<file path="src/rtl/qlm_prod_accum.sv">
// Frame accumulator behind the 16x16 approximate multiplier: sums a frame of
// 32-bit products into a saturating ACC_W-bit total and hands it off over valid/ready.
module qlm_prod_accum #(
  parameter int ACC_W = 40,
  parameter int CNT_W = 16
) (
  input  logic             clk,
  input  logic             rst_n,
  input  logic             clear,
  input  logic             in_valid,
  output logic             in_ready,
  input  logic [31:0]      in_prod,
  input  logic             in_last,
  output logic             out_valid,
  input  logic             out_ready,
  output logic [ACC_W-1:0] out_sum,
  output logic [CNT_W-1:0] out_cnt,
  output logic             out_sat
);

  typedef enum logic {
    ACCUM = 1'b0,
    HOLD  = 1'b1
  } state_t;

  state_t           state;
  logic [ACC_W-1:0] acc;
  logic [CNT_W-1:0] cnt;
  logic             sat;

  logic             accept;
  logic [ACC_W:0]   sum_wide;
  logic             ovf;
  logic [ACC_W-1:0] sum_n;
  logic [CNT_W-1:0] cnt_n;
  logic             sat_n;

  // A pending result blocks input only while downstream is stalling; once it
  // drains this cycle the slot is free, which gives back-to-back frames.
  assign in_ready = (state == ACCUM) ? 1'b1 : out_ready;
  assign accept   = in_valid & in_ready;

  // NOTE: every always_comb output is assigned on every path, so no latch is inferred.
  always_comb begin
    sum_wide = {1'b0, acc} + {{(ACC_W + 1 - 32){1'b0}}, in_prod};
    ovf      = sum_wide[ACC_W];
    sum_n    = ovf ? {ACC_W{1'b1}} : sum_wide[ACC_W-1:0];
    cnt_n    = (&cnt) ? cnt : cnt + CNT_W'(1);
    sat_n    = sat | ovf;
  end

  // NOTE: non-blocking assignments so every register samples pre-edge values.
  always_ff @(posedge clk or negedge rst_n) begin
    if (!rst_n) begin
      state     <= ACCUM;
      acc       <= '0;
      cnt       <= '0;
      sat       <= 1'b0;
      out_valid <= 1'b0;
      out_sum   <= '0;
      out_cnt   <= '0;
      out_sat   <= 1'b0;
    end else if (clear) begin
      // Abort drops the frame and any pending result; out_* keep their values.
      state     <= ACCUM;
      acc       <= '0;
      cnt       <= '0;
      sat       <= 1'b0;
      out_valid <= 1'b0;
    end else begin
      if (state == HOLD && out_ready) begin
        state     <= ACCUM;
        out_valid <= 1'b0;
      end
      if (accept) begin
        if (in_last) begin
          // Later assignment wins, so a last beat during hand-off reloads HOLD.
          out_sum   <= sum_n;
          out_cnt   <= cnt_n;
          out_sat   <= sat_n;
          out_valid <= 1'b1;
          state     <= HOLD;
          acc       <= '0;
          cnt       <= '0;
          sat       <= 1'b0;
        end else begin
          acc <= sum_n;
          cnt <= cnt_n;
          sat <= sat_n;
        end
      end
    end
  end

endmodule

</file>
<file path="config.mk">
export PLATFORM = sky130hd
export DESIGN_NAME = qlm_prod_accum
export DESIGN_NICKNAME = d
export VERILOG_FILES = /design/src/rtl/qlm_prod_accum.sv
export SDC_FILE = /design/constraint.sdc
export NUM_CORES = 1
export LEC_CHECK = 0
export CORE_ASPECT_RATIO = 1.5
export CORE_MARGIN = 10
export CORE_UTILIZATION = 50
export CTS_CLUSTER_DIAMETER = 60
export DETAILED_ROUTE_END_ITERATION = 16
export DONT_BUFFER_PORTS = 1
export PLACE_DENSITY = 0.71
export SETUP_SLACK_MARGIN = 0.2
export SLEW_MARGIN = 20
export SYNTH_ARGS = -nofsm -noshare
export SYNTH_HDL_FRONTEND = slang
export SYNTH_SLANG_ARGS = --single-unit
</file>
<file path="constraint.sdc">
create_clock -name clk -period 4.35 [get_ports clk]
set_input_delay 0.87 -clock clk [delete_from_list [all_inputs] [get_ports clk]]
set_output_delay 0.87 -clock clk [all_outputs]
set_load 0.05 [all_outputs]
</file>
==> flow_summary.toml, run 1 <==
[outcome]
run_status = "finished clean"

[routing]
firstDrtPassIters = 7
wl_um = 19600
viasPerCell = 6.05
vias = 5883
drc = 0
drt_iter0_drc = 391
avgRoutedWirePerCell_um = 20.1
antenna_left = 0

[global_routing]
grt_pass1_wl_um = 31200
grt_max_degree = 117
grt_pass1_vias = 5916
antenna_found_initial = 0
grt.total_usage_pct = 20.9
grt_remaining_overflow = 0

[synth]
synth_cell_types = 63
yosysSeqAreaShare_pct = 42.1
synth_edf_count = 0
ys.flop_type = "dfrtp_1"
syn_nets = 884
synthArstFlopShare_pct = 100
synthCells = 812
synth.cell_area_um2 = 6900
synth_area_per_cell_um2 = 8.50
synth_warnings = 0
ys_ff_latch = 116

[die]
ios = 97
core_area_um2 = 13500
die_y_um = 164
dieArea_um2 = 19000
start_util_pct = 51.0
chipWidth_um = 116
row_count = 52

[min_path]
min_path_type = "input pin to async pin"

[sta]
hold_violations = 0
slew_violations = 0
setup_viol = 0
min_period_ns = 3.19
clock-skew-final_ns = 0.0115
holdWs_ns = 0.148
maxClockFrequency_mhz = 314
rsz0062_at_grt = "no"
finalCritPeriodShare_pct = 73.2
max_slew_margin_pct = 27.3
finalSetupTns_ns = 0
worst_pin_slew_ns = 1.09

[final_layout]
layout_commonest_cell = "nand2_1"
area_growth_pct = 11.0
nets = 869
diodes = 0
fin_cells = 972
multi_input_area_um2 = 3790
fin_area_um2 = 7660
seqCellArea_um2 = 2900
fill_cells = 1256
final_cell_mix = "nand2_1, dfrtp_1, o21ai_0"
layout-drive-gt1-share_pct = 8.15
final_core_util_pct = 56.6

[power]
switching_share_pct = 33.9
seqPwrFrac_pct = 44.0
p_per_area_nw_per_um2 = 460
p_int_uw = 2330
netSwitchingPower_uw = 1190
ir_worst_vdd_uv = 226
p_comb_share_pct = 12.1
pwr-share-clk_pct = 43.8
power.leakage_uw = 0.00331

[critical_path]
path_delay_family = "simple AND/OR/NAND/NOR gates"
crit_slowest_cell = "nor2_2"
start_kind = "input pin"
worstSetupPathType = "input pin to flop"
critPathRequiredTime_ns = 4.66
crit_path_cell_trace = "ha_1 > nand2_1 > nor4_2 > a22oi_1 > nand2_1 > o21ai_2 > nor2_2 > buf_4 > nor2_1 > o21ai_0"
cp_num_buf_inv = 1
cp.arrival_ns = 3.49
critPathMaxStageDelay_ns = 0.66
critPathCaptureType = "flop"
critPathMaxFanout = 15
cpMostUsedCell = "nand2_1"

[clocking]
cts_resized = 0
cts_buffer_depth = 2
cts_hold_buf = 0
ctsRootBufferMaster = "clkbuf_16"
htreeDepth = 4
clkLatencyLatePin_ns = 0.42
cts_inserted_buffers = 17
clock-sinks = 116
cts_tree = "yes"
post_cts_buffers = 0
clkTransAtPathRegs_ns = 0.06

[flow_run]
drv_cap = 0

[place]
io_buffers = 0
hpwlAfterDp_um = 14200
dp.cells = 940
place_congestion = 0.904
place_area_um2 = 7010
-- synth_stat cells (3+ instances only) --
cell | instances | share of area, %
nand2_1 | 146 | 7.9
dfrtp_1 | 116 | 42
o21ai_0 | 115 | 8.3
nor2_1 | 72 | 3.9
a21oi_1 | 61 | 4.4
ha_1 | 33 | 6.0
clkbuf_1 | 28 | 1.5
xnor2_1 | 25 | 3.2
nand3_1 | 22 | 1.6
xor2_1 | 16 | 2.0
nand4_1 | 13 | 1.2
buf_2 | 12 | 0.87
o211ai_1 | 12 | 1.3
nor3_1 | 11 | 0.80
inv_1 | 10 | 0.54
a21o_1 | 7 | 0.76
a22o_1 | 7 | 0.89
o31ai_1 | 7 | 0.76
a211oi_1 | 6 | 0.65
a31oi_1 | 6 | 0.54
and2_1 | 5 | 0.45
mux2_2 | 5 | 0.82
nand2b_1 | 5 | 0.45
nor2b_1 | 5 | 0.45
o21a_1 | 5 | 0.54
o21ai_1 | 5 | 0.36
mux2i_1 | 4 | 0.58
nand3b_1 | 3 | 0.33
o22ai_1 | 3 | 0.27
o31a_1 | 3 | 0.38
or3_1 | 3 | 0.27
-- flip-flops by register name, indices dropped and copies added, names as in the netlist --
signal	flops
cnt	16
acc	40
out_valid	1
out_sat	1
out_sum	40
sat	1
out_cnt	16
state	1
-- stage by stage --
| step | setup slack [ns] | power, uW |
|---|---|---|
| floorplan | 1.30 | 1880 |
| global placement | 0.761 | 1990 |
| detailed placement | 0.745 | 2000 |
| CTS | 1.15 | 3550 |
| global route | 0.988 | 3660 |
| finish | 1.16 | 3530 |
-- layout make-up --
cell class,count,share of cell area [%]
Clock buffer,19,5.91
Clock inverter,13,2.56
Inverter,10,0.490
Multi-Input combinational cell,642,49.5
Sequential cell,116,37.9
Tap cell,162,2.65
Timing Repair Buffer,10,0.980
-- metal layers --
metal | global-route usage (%) | part of all wire (%) | vias to the layer above
met5 | 0 | 0 | -
met4 | 9.47 | 3.6 | 0
met3 | 4.97 | 6.0 | 43
met2 | 38.5 | 54 | 211
met1 | 21.5 | 36 | 2792
li1 | - | - | 2837
-- worst paths after layout --
kind | startpoint | endpoint | slack, ns | depth (start not counted)
max | in_prod[20] | out_sum[3]$_DFFE_PN0P_ | 1.16 | 10
min reg2reg | acc[3]$_DFFE_PN0P_ | acc[3]$_DFFE_PN0P_ | 0.49 | 2
min | rst_n | acc[18]$_DFFE_PN0P_ | 0.15 | 0
max in group asynchronous | rst_n | acc[27]$_DFFE_PN0P_ | 4.01 | 0
max reg2reg | acc[25]$_DFFE_PN0P_ | out_sum[3]$_DFFE_PN0P_ | 1.21 | 10
min in group clk | acc[3]$_DFFE_PN0P_ | acc[3]$_DFFE_PN0P_ | 0.49 | 2
-- cells by family after synthesis --
kind of cell	after synthesis	synth area share [%]
compound gates	259	22.4
mux	9	1.40
simple gates	299	19.3
buf+inv	54	3.28
fa+ha+maj	34	6.27
xor+xnor	41	5.20
flops	116	42.1
-- power groups by stage --
stage,combinational [uW],clock [uW],sequential (uW)
2_1_floorplan,337,0,1540
3_3_place_gp,411,0,1580
3_5_place_dp,421,0,1580
4_1_cts,425,1560,1560
5_1_grt,481,1620,1570
6_report,428,1550,1550
Power figures use the tool's default switching activity.
==> run 2: changes to the inputs <==
- clock period: 4.35 -> 3.16 ns (I/O delays scaled with it)
==> run 2 against run 1 <==
The run now ends with hold timing left. Sequential cell count unchanged. Sequential share of layout area down 1.5 points. Critical path depth up 1. Clock skew up 0.0055 ns. Via count up 2.9%. Global-route usage up 0.97 points. Worst setup slack worse by 0.85 ns. Critical endpoint is now acc[36]$_DFFE_PN0P_. Highest routed layer unchanged.
==> flow_summary.toml, run 2 (synthesis results as in run 1) <==
[place]
dp.cells = 981
hpwlAfterDp_um = 15300
place_congestion = 0.952
io_buffers = 0

[critical_path]
critPathMaxStageDelay_ns = 0.45
crit_slowest_cell = "fa_1"
worstSetupPathType = "flop to flop"
critPathMaxFanout = 14
critPathRequiredTime_ns = 3.47
start_kind = "flop"
crit_path_cell_trace = "ha_1 > fa_1 > a211oi_2 > o211ai_1 > nand3_1 > nand2_1 > o21ai_2 > buf_12 > nor2_1 > a31o_2 > a221oi_1"
cp.arrival_ns = 3.15
critPathCaptureType = "flop"

[global_routing]
grt_pass1_vias = 6358
grt_max_degree = 117
grt_pass1_wl_um = 32500
antenna_found_initial = 0
grt.total_usage_pct = 21.8
grt_remaining_overflow = 0

[power]
p_per_area_nw_per_um2 = 597
ir_worst_vdd_uv = 323
power.leakage_uw = 0.00350

[sta]
min_period_ns = 2.84
max_slew_margin_pct = 32.4
maxClockFrequency_mhz = 352
finalCritPeriodShare_pct = 89.9
rsz0062_at_grt = "no"
hold_violations = 116
holdWs_ns = -0.0857
worst_pin_slew_ns = 1.01
setup_viol = 0
slew_violations = 0
finalSetupTns_ns = 0
clock-skew-final_ns = 0.0170

[die]
dieArea_um2 = 19000
start_util_pct = 51.0
core_area_um2 = 13500
row_count = 52
ios = 97
die_y_um = 164
chipWidth_um = 116

[final_layout]
area_growth_pct = 15.7
multi_input_area_um2 = 3820
nets = 910
seqCellArea_um2 = 2900
final_cell_mix = "nand2_1, dfrtp_1, o21ai_0"
fill_cells = 1212
layout_commonest_cell = "nand2_1"
top_regs = "acc: 40 flops, out_sum: 40 flops"
diodes = 0
layout-drive-gt1-share_pct = 13.2
fin_cells = 1013

[clocking]
clkLatencyLatePin_ns = 0.42
ctsRootBufferMaster = "clkbuf_16"
clkTransAtPathRegs_ns = 0.06
cts_tree = "yes"
cts_inserted_buffers = 17
htreeDepth = 4
cts_buffer_depth = 2
clock-sinks = 116
post_cts_buffers = 0

[min_path]
min_path_type = "input pin to async pin"

[routing]
drc = 0
firstDrtPassIters = 5
antenna_left = 0
avgRoutedWirePerCell_um = 19.8
viasPerCell = 5.98
vias = 6053
wl_um = 20100
drt_iter0_drc = 356

[flow_run]
drv_cap = 0

[outcome]
run_status = "finished, violations left"
violations = "hold timing"
## run 2: changes by cell type in the layout (fill, tap and decap cells not counted), moves of 2 or more
cell / delta
buf_12: +3
buf_4: +38
bufinv_16: -2
clkinv_4: -3
inv_6: +4
## run 2: metrics by stage
stage / util, % / power [uW] / instance area [um2] / setup WS, ns
2_1_floorplan: - / 2590 / 6900 / 0.343
3_3_place_gp: 54.3 / 2800 / 7350 / 0.0781
3_5_place_dp: 54.3 / 2820 / 7350 / 0.0225
4_1_cts: 58.8 / 4800 / 7960 / 0.255
5_1_grt: 59.0 / 4970 / 7980 / 0.145
6_report: 59.0 / 4770 / 7980 / 0.319
## run 2: path summary, 6_finish.rpt
kind / from / endpoint / slack [ns] / depth (start not counted)
max: acc[0]$_DFFE_PN0P_ / acc[36]$_DFFE_PN0P_ / 0.32 / 11
min: rst_n / out_sum[9]$_DFFE_PN0P_ / -0.09 / 0
max reg2reg: acc[0]$_DFFE_PN0P_ / acc[36]$_DFFE_PN0P_ / 0.32 / 11
min reg2reg: acc[6]$_DFFE_PN0P_ / acc[6]$_DFFE_PN0P_ / 0.49 / 2
max in group asynchronous: rst_n / acc[5]$_DFFE_PN0P_ / 2.95 / 0
min in group clk: clear / state$_DFF_PN0_ / 0.27 / 1
## run 2: per-layer routing
metal	part of all wire, %	global-route usage (%)	vias to the layer above
li1	-	-	2930
met1	36	22.3	2955
met2	56	41.4	131
met3	4.7	4.53	37
met4	3.0	9.08	0
met5	0	0	-
## run 2: final cells by class
| cell class | instances | area share (%) |
|---|---|---|
| Clock buffer | 18 | 5.50 |
| Clock inverter | 14 | 2.05 |
| Inverter | 10 | 0.470 |
| Multi-Input combinational cell | 642 | 47.8 |
| Sequential cell | 116 | 36.4 |
| Tap cell | 162 | 2.54 |
| Timing Repair Buffer | 51 | 5.27 |
## run 2: power by group
part / switching [uW] / internal (uW)
combinational: 387 / 270
clock: 764 / 1210
sequential: 523 / 1620
## run 2: timing repair
action,CTS,global route
gates resized for setup,0,8
hold endpoints to repair,116,116
endpoints found under the setup margin,0,60
## run 2: worst max-delay path, delay by kind of cell (launching register included)
family / cells / cell delay, ns
AOI/OAI and AO/OA: 5 / 1.21
adders and majority gates: 2 / 0.67
DFF: 1 / 0.39
and+or+nand+nor: 3 / 0.30
buffers and inverters: 1 / 0.17
==> run 3: changes to the inputs <==
- REMOVE_ABC_BUFFERS: unset -> 1
==> run 3 against run 2 <==
The flow still finishes with violations (hold timing). Final cell count fell by 2.9%. Register-to-register slack got worse by 0.04 ns. Power barely moved. Critical path type unchanged. First-iteration DRC count rose by 28%. Clock power rose by 2%. Clock skew fell by 0.0072 ns. Die area did not move. Combinational power fell by 5.3%. Global-route usage fell by 1.6 points. Via count fell by 0.73%. Core utilization fell by 1.2 points.
==> flow_summary.toml, run 3 (synthesis results as in run 1) <==
[outcome]
run_status = "finished, violations left"
violations = "hold timing"

[power]
p_comb_share_pct = 13.0
power.leakage_uw = 0.00338
seqPwrFrac_pct = 44.8
switching_share_pct = 32.9
p_per_area_nw_per_um2 = 610
ir_worst_vdd_uv = 319
pwr-share-clk_pct = 42.2
p_int_uw = 3200
netSwitchingPower_uw = 1570

[final_layout]
top_regs = "acc: 40 flops, out_sum: 40 flops"
seqCellArea_um2 = 2900
final_core_util_pct = 57.8
final_cell_mix = "nand2_1, dfrtp_1, o21ai_0"
fin_area_um2 = 7820
fin_cells = 984
multi_input_area_um2 = 3840
fill_cells = 1155
nets = 883
diodes = 0
layout_commonest_cell = "nand2_1"
layout-drive-gt1-share_pct = 10.3
area_growth_pct = 13.3

[sta]
layout_setup_ws_ns = 0.275
max_slew_margin_pct = 29.5
clock-skew-final_ns = 0.00975
finalCritPeriodShare_pct = 91.3
maxClockFrequency_mhz = 347
min_period_ns = 2.89
hold_violations = 116
holdWs_ns = -0.0847
worst_pin_slew_ns = 1.06
setup_viol = 0
finalSetupTns_ns = 0
rsz0062_at_grt = "yes"
slew_violations = 0

[die]
ios = 97
start_util_pct = 51.0
row_count = 52
core_area_um2 = 13500
chipWidth_um = 116
dieArea_um2 = 19000
die_y_um = 164

[place]
post-place-ws_ns = -0.0362
io_buffers = 0
hpwlAfterDp_um = 13600
dp.cells = 954
place_area_um2 = 7150
place_congestion = 0.974

[global_routing]
grt_max_degree = 117
grt_remaining_overflow = 0
grt_pass1_vias = 6197
antenna_found_initial = 0
grt.total_usage_pct = 20.3
grt_pass1_wl_um = 30900

[critical_path]
reg2reg_depth = 10
worstSetupPathType = "flop to flop"
critPathMaxFanout = 4
critPathCaptureType = "flop"
critPathRequiredTime_ns = 3.45
r2r_slack_ns = 0.27
cp.arrival_ns = 3.18
reg2reg_from = "acc[18]$_DFFE_PN0P_"
r2r-end = "out_sum[31]$_DFFE_PN0P_"
start_kind = "flop"

[routing]
viasPerCell = 6.11
avgRoutedWirePerCell_um = 19.1
firstDrtPassIters = 7
drt_iter0_drc = 454
antenna_left = 0
wl_um = 18800
drc = 0
vias = 6009

[min_path]
min_path_type = "input pin to async pin"

[flow_run]
drv_cap = 0

[clocking]
cts_inserted_buffers = 17
cts_tree = "yes"
ctsRootBufferMaster = "clkbuf_16"
clkLatencyLatePin_ns = 0.41
clock-sinks = 116
htreeDepth = 4
post_cts_buffers = 0
clkTransAtPathRegs_ns = 0.06
cts_buffer_depth = 2
-- run 3: cell types whose count changed in the layout (fill, tap and decap cells not counted), sizes merged --
cell / before / now
buf: 51 / 24
bufinv: 2 / 3
clkbuf: 18 / 22
clkinv: 1 / 3
clkinvlp: 3 / 2
inv: 18 / 10
-- run 3: through the flow --
step                      power (uW)  hold slack [ns]
after global routing            4960           -0.103
after global placement          2750            0.342
after floorplan                 2570            0.336
final                           4770          -0.0847
after detailed placement        2770            0.343
after CTS                       4790          -0.0916
-- run 3: critical path, stage by stage (launching register included) --
cell and delay [ns]:
dfrtp_1 0.39, ha_1 0.34, buf_4 0.17, a21oi_1 0.17
o21ai_0 0.18, a2111oi_1 0.46, nand3_1 0.22, a311oi_2 0.31
xor2_1 0.17, o21ai_1 0.09, mux2_2 0.27
-- run 3: per-layer routing --
layer  vias up  part of all wire, %  GRT usage, %
met4         0                  3.7          9.82
met5         -                    0             0
li1       2877                    -             -
met1      2866                   37          20.9
met2       212                   53          36.5
met3        54                  6.4          5.73
-- run 3: power groups by stage --
| stage | Clock [uW] | Sequential, uW | Combinational [uW] |
|---|---|---|---|
| 2_1_floorplan | 0 | 2120 | 451 |
| 3_3_place_gp | 0 | 2160 | 584 |
| 3_5_place_dp | 0 | 2170 | 601 |
| 4_1_cts | 2030 | 2140 | 609 |
| 5_1_grt | 2110 | 2150 | 695 |
| 6_report | 2010 | 2130 | 621 |
-- run 3: layout make-up --
type	count	share of cell area, %
Inverter	10	0.480
Multi-Input combinational cell	642	49.1
Tap cell	162	2.59
Timing Repair Buffer	24	2.83
Sequential cell	116	37.1
Clock buffer	22	6.32
Clock inverter	8	1.58
-- run 3: timing repair --
| action | 4_1_cts | 5_1_grt |
|---|---|---|
| pin swaps | 0 | 5 |
| setup endpoints to repair | 2 | 35 |
| hold endpoints to repair | 116 | 116 |
| gates resized for setup | 2 | 12 |
-- run 3: how the worst max path moves through the flow --
stage                     slack (ns)  cells after the start                      end           startpoint
final                           0.27                     10  out_sum[31]$_DFFE_PN0P_  acc[18]$_DFFE_PN0P_
after global routing            0.16                     10  out_sum[31]$_DFFE_PN0P_  acc[18]$_DFFE_PN0P_
after CTS                       0.27                     10  out_sum[31]$_DFFE_PN0P_  acc[18]$_DFFE_PN0P_
after detailed placement       -0.04                     10      acc[26]$_DFFE_PN0P_           in_prod[0]
after global placement          0.02                     10      acc[26]$_DFFE_PN0P_           in_prod[0]
after floorplan                -0.25                      5      acc[38]$_DFFE_PN0P_            out_ready
